## config.mk

```make
export PLATFORM = sky130hd
export DESIGN_NAME = reg_file_mp
export DESIGN_NICKNAME = d
export VERILOG_FILES = /design/src/rtl/reg_file_pkg.sv /design/src/rtl/rf_clear_fsm.sv /design/src/rtl/reg_file_mp.sv
export SDC_FILE = /design/constraint.sdc
export NUM_CORES = 2
export LEC_CHECK = 0
export BUFFER_PORTS_ARGS = -buffer_cell sky130_fd_sc_hd__buf_2
export CELL_PAD_IN_SITES_DETAIL_PLACEMENT = 0
export CELL_PAD_IN_SITES_GLOBAL_PLACEMENT = 1
export CORE_MARGIN = 1.5
export CORE_UTILIZATION = 45
export DETAILED_ROUTE_END_ITERATION = 8
export MAX_ROUTING_LAYER = met4
export PLACE_DENSITY = 0.66
export SKIP_LAST_GASP = 1
export SLEW_MARGIN = 20
export SYNTH_ARGS = -nofsm -noshare
export SYNTH_HDL_FRONTEND = slang
export SYNTH_SLANG_ARGS = --single-unit
```

## constraint.sdc

```tcl
create_clock -name clk -period 42.2 [get_ports clk]
set_clock_uncertainty 0.2 [all_clocks]
set_input_delay 4.22 -clock clk [delete_from_list [all_inputs] [get_ports clk]]
set_output_delay 4.22 -clock clk [all_outputs]
set_load 0.005 [all_outputs]
```

## src/rtl/reg_file_pkg.sv

```systemverilog
// Shared types and default parameters for the multi-port register file.
package reg_file_pkg;

  localparam int DEF_DATA_W = 32;
  localparam int DEF_ADDR_W = 5;
  localparam int DEF_NUM_RD = 2;

  typedef enum logic [0:0] {
    IDLE  = 1'b0,
    CLEAR = 1'b1
  } clr_state_t;

endpackage

```

## src/rtl/rf_clear_fsm.sv

```systemverilog
// Bulk-clear sequencer: sweeps registers 1..DEPTH-1 to zero, one per cycle.
module rf_clear_fsm
  import reg_file_pkg::*;
#(
  parameter int ADDR_W = DEF_ADDR_W
) (
  input  logic              clk,
  input  logic              rst,
  input  logic              clr_req,
  output logic              clr_busy,
  output logic [ADDR_W-1:0] sweep_addr,
  output logic              sweep_we
);

  clr_state_t        state_reg, state_next;
  logic [ADDR_W-1:0] ptr_reg, ptr_next;

  always_ff @(posedge clk or posedge rst) begin
    if (rst) begin
      state_reg <= IDLE;
      ptr_reg   <= '0;
    end else begin
      state_reg <= state_next;
      ptr_reg   <= ptr_next;
    end
  end

  // Register 0 is hardwired, so the sweep starts at 1; the pointer wraps to 0 on exit.
  always_comb begin
    state_next = state_reg;
    ptr_next   = ptr_reg;
    case (state_reg)
      IDLE: begin
        if (clr_req) begin
          state_next = CLEAR;
          ptr_next   = ADDR_W'(1);
        end
      end
      CLEAR: begin
        ptr_next = ptr_reg + ADDR_W'(1);
        if (ptr_reg == '1) begin
          state_next = IDLE;
        end
      end
      default: begin
        state_next = IDLE;
        ptr_next   = '0;
      end
    endcase
  end

  always_comb begin
    clr_busy = 1'b0;
    sweep_we = 1'b0;
    if (state_reg == CLEAR) begin
      clr_busy = 1'b1;
      sweep_we = 1'b1;
    end
  end

  assign sweep_addr = ptr_reg;

endmodule

```

## src/rtl/reg_file_mp.sv

```systemverilog
// Multi-read-port register file with hardwired-zero r0 and a bulk-clear sweep.
// Define RF_BYPASS_EN for write-first read ports; default is read-first.
module reg_file_mp
  import reg_file_pkg::*;
#(
  parameter int DATA_W = DEF_DATA_W,
  parameter int ADDR_W = DEF_ADDR_W,
  parameter int NUM_RD = DEF_NUM_RD
) (
  input  logic                     clk,
  input  logic                     rst,
  input  logic [NUM_RD*ADDR_W-1:0] rf_ra,
  output logic [NUM_RD*DATA_W-1:0] rf_rd,
  input  logic                     rf_we,
  input  logic [ADDR_W-1:0]        rf_wa,
  input  logic [DATA_W-1:0]        rf_wd,
  output logic                     rf_wack,
  input  logic                     clr_req,
  output logic                     clr_busy,
  input  logic [ADDR_W-1:0]        debug_reg_ra,
  output logic [DATA_W-1:0]        debug_reg_rd
);

  localparam int DEPTH = 1 << ADDR_W;

  logic [DATA_W-1:0] mem [DEPTH];
  logic [ADDR_W-1:0] sweep_addr;
  logic              sweep_we;

  rf_clear_fsm #(
    .ADDR_W(ADDR_W)
  ) u_clear_fsm (
    .clk       (clk),
    .rst       (rst),
    .clr_req   (clr_req),
    .clr_busy  (clr_busy),
    .sweep_addr(sweep_addr),
    .sweep_we  (sweep_we)
  );

  assign rf_wack = rf_we & ~clr_busy;

  // Entry 0 is never written, so it stays at its reset value of zero.
  always_ff @(posedge clk or posedge rst) begin
    if (rst) begin
      for (int k = 0; k < DEPTH; k++) begin
        mem[k] <= '0;
      end
    end else if (sweep_we) begin
      mem[sweep_addr] <= '0;
    end else if (rf_wack && (rf_wa != '0)) begin
      mem[rf_wa] <= rf_wd;
    end
  end

  genvar gi;
  generate
    for (gi = 0; gi < NUM_RD; gi++) begin : g_rd
      logic [ADDR_W-1:0] ra;
      assign ra = rf_ra[gi*ADDR_W +: ADDR_W];
`ifdef RF_BYPASS_EN
      // Reset gating keeps the ports at zero even if a write is presented in reset.
      logic hit;
      assign hit = rf_wack & ~rst & (rf_wa != '0) & (ra == rf_wa);
      assign rf_rd[gi*DATA_W +: DATA_W] = (ra == '0) ? '0 : (hit ? rf_wd : mem[ra]);
`else
      assign rf_rd[gi*DATA_W +: DATA_W] = (ra == '0) ? '0 : mem[ra];
`endif
    end
  endgenerate

  assign debug_reg_rd = (debug_reg_ra == '0) ? '0 : mem[debug_reg_ra];

endmodule

```

==> key figures <==
Power
  – Combinational Power Share: 21.2%
  – Pleak: 28.7 nW
  – Sequential Power Share: 39.7%
  – Clock share of power: 39.1%
  – P_sw: 941 uW
  – Power per cell area: 43.7 nW/um^2
  – Internal power: 2.02 mW
  – Worst vdd ir: 36.6 uV
  – Sw Share: 31.7%

Global route
  – GRT Total Usage: 41.1%
  – Global-route wire length before repair: 387000 um
  – Overflow after GRT: 0
  – Initial antenna violation count: 26
  – Pin count of the biggest net entering global routing: 140
  – Vias in the first global route: 48315

Yosys
  – Syn Std Cell Area: 61000 um^2
  – Syn. warnings: 0
  – Syn_area_per_cell: 13.7 um^2
  – Synth cell types: 46
  – Ys flop type: dfrtp_1
  – Asr flop ratio synth: 100%
  – Syn Nets: 4520
  – Post-synthesis sequential element count: 1030
  – Count of flip-flops with a built-in enable after synthesis: 0
  – Sequential share of the synthesized area: 42.2%
  – Syn Inst Count: 4459

Clock tree
  – H-tree levels: 3
  – Clock-pin slew on the worst setup and hold paths: 0.06 ns
  – CTS Buf Count: 118
  – Root Driver: clkbuf_16
  – CTS tree: built
  – Clk sink count: 1030
  – Cts repair resizes: 0
  – Clock buffer depth: 3
  – Hold-fix buffers, CTS: 0
  – Post-CTS setup buffer count: 0
  – Clock Latency Late Sink: 0.76 ns

Placement
  – IO buf count: 153
  – DP Area: 63500 um^2
  – Pre-CTS WS: 28.34 ns
  – Dpl hpwl: 154000 um
  – GP Congestion: 0.897

Run status
  – Status: completed

Detailed routing
  – First DRT Iteration DRCs: 7883
  – Vias per std cell: 8.05
  – Drt drc: 0
  – WL final: 275000 um
  – DR pass1 iterations: 6
  – Remaining antenna violation count: 0
  – WL per Instance: 44.6 um
  – Total vias in the final route: 49709

Floorplanning
  – Area of the core: 134000 um^2
  – Die ar.: 138000 um^2
  – Die outline height: 371 um
  – # rows: 134
  – Die width: 371 um
  – Num ports: 154
  – Starting Density: 45.6%

Critical path
  – Reg2reg path depth: 6
  – WP buf/inv: 5
  – Startpoint type of the worst setup path: input port
  – Critical path's top delay family: buffers and inverters
  – FF-to-FF setup slack: 37.95 ns
  – Crit path capture type: output port
  – Worst-path cell chain: buf_8 > buf_4 > buf_4 > buf_4 > mux4_2 > o21ai_0 > a311oi_1 > buf_2
  – Critical path class: input port to output port
  – Critical Path RT: 37.78 ns
  – Instance count on the critical path: 8
  – Crit-path max cell delay: 0.97 ns
  – CP max stage cell: buf_4
  – CP most frequent cell: buf_4
  – Arrival time worst endpoint: 9.52 ns
  – Worst R2R End: mem[712]
  – Critical Path Start: rf_ra[2]
  – Worst r2r src: u_clear_fsm.state_reg
  – Worst-path maximum fanout: 81
  – Setup crit end: rf_rd[28]

Final layout
  – Layout area overhead: 11.3%
  – Final Instance Area: 67900 um^2
  – Layout cells sized above 1: 31.3%
  – Max reg flops: 1024
  – Fin nets: 4348

Timing
  – Slew @ Worst Pin: 1.35 ns
  – Fin crit period: 13.94 ns
  – RSZ-0062 raised after global routing: false
  – Final hold vios: 0
  – Setup TNS: 0 ns
  – Rel. slew slack: 9.68%
  – Max-slew violation count: 0
  – Setup violators final: 0
  – Final worst path period share: 33.0%
  – Fmax: 71.7 MHz
  – Setup WS post-layout: 28.26 ns

Min path
  – Hold Crit Class: flop to flop
  – HP Start: mem[1003]

Job
  – Max-Cap Viols: 0
-- through the flow --
step | total power [mW] | cells | hold WS, ns | utilization [%]
3_3_place_gp | 1.78 | 5928 | 0.308 | 47.3
2_1_floorplan | 1.53 | 4459 | 0.284 | -
3_5_place_dp | 1.79 | 5933 | 0.314 | 47.4
4_1_cts | 2.94 | 6152 | 0.327 | 50.6
6_report | 2.97 | 6175 | 0.322 | 50.7
5_1_grt | 3.04 | 6171 | 0.347 | 50.7
-- cell usage after synthesis (2+ instances only) --
library cell	number	share of area, %
dfrtp_1	1030	42
a22o_1	992	14
mux4_2	672	25
clkbuf_1	410	2.5
mux2i_1	193	3.2
buf_2	156	1.3
o21ai_0	154	1.3
nor2b_1	103	1.1
a211oi_1	96	1.2
a22oi_1	96	1.2
a311oi_1	96	1.4
mux2_2	96	1.8
a221oi_1	69	0.99
nand2_1	60	0.37
and2_1	38	0.39
a21oi_1	31	0.25
buf_4	29	0.36
o2111ai_1	27	0.39
nor2_1	25	0.15
o21ai_1	14	0.11
nor2_2	9	0.092
inv_1	7	0.043
nor3_4	7	0.19
nand2b_1	6	0.061
ha_1	5	0.10
buf_1	3	0.018
nand3b_1	3	0.037
nor3b_1	3	0.037
or2_2	3	0.031
or3b_1	3	0.043
or4_1	3	0.037
and3_1	2	0.020
and3b_1	2	0.029
nand3_1	2	0.016
nand4bb_1	2	0.037
nor3_1	2	0.016
-- worst register-to-register path, cell delays in order, from the launching register on --
cell       delay, ns
dfrtp_1         0.68
nand4bb_1       0.86
nor2_4          0.05
buf_4           0.45
a21oi_4         0.98
buf_4           0.66
a22o_1          0.29
-- power by group through the flow --
stage / Combinational [mW] / Sequential, mW / Clock (mW)
after floorplan: 0.375 / 1.16 / 0
after detailed placement: 0.606 / 1.19 / 0
after global routing: 0.643 / 1.19 / 1.20
final: 0.629 / 1.18 / 1.16
after CTS: 0.607 / 1.17 / 1.16
after global placement: 0.595 / 1.19 / 0
-- cells by family (layout without fill, tap and decap cells) --
| group | count (synthesis) | in the layout | share of synthesized area, % |
|---|---|---|---|
| buffers and inverters | 606 | 533 | 4.24 |
| AND/OR/NAND/NOR | 278 | 278 | 2.68 |
| other | 0 | 21 | 0 |
| adder cells (fa/ha/maj) | 5 | 5 | 0.102 |
| XOR/XNOR | 2 | 2 | 0.0287 |
| flip-flops | 1030 | 1030 | 42.2 |
| AO/OA/AOI/OAI | 1577 | 1577 | 21.0 |
| multiplexers | 961 | 961 | 29.7 |
-- cells in the final DEF, fill, tap and decap left out, types with 97 or more instances in the layout --
cell type / count
buf_2: 144
mux4_2: 672
a22o_1: 992
buf_4: 142
clkbuf_16: 122
mux2i_1: 193
dfrtp_1: 1030
nor2b_1: 97
o21ai_0: 154
-- per-layer routing --
| metal | GRT usage, % | wire length (um) |
|---|---|---|
| met1 | 55.5 | 106000 |
| met2 | 53.9 | 114000 |
| met3 | 15.7 | 40700 |
| met4 | 19.9 | 15100 |
| met5 | - | 0 |
-- how the worst min path moves through the flow --
stage | endpoint | slack [ns] | cells past startpoint
6_report | mem[1003] | 0.32 | 1
5_1_grt | mem[324] | 0.35 | 1
4_1_cts | mem[1003] | 0.33 | 1
3_5_place_dp | mem[1003] | 0.31 | 1
3_3_place_gp | mem[1003] | 0.31 | 1
2_1_floorplan | mem[1000] | 0.28 | 1
-- final cells by class --
cell class | count | area (um^2)
Clock buffer | 174 | 3580
Inverter | 7 | 41.3
Multi-Input combinational cell | 2823 | 33300
Fill cell | 11208 | 66000
Sequential cell | 1030 | 25800
Antenna cell | 21 | 52.6
Tap cell | 1768 | 2210
Timing Repair Buffer | 307 | 2190
Clock inverter | 45 | 754
(Power assumes the default switching activity.)
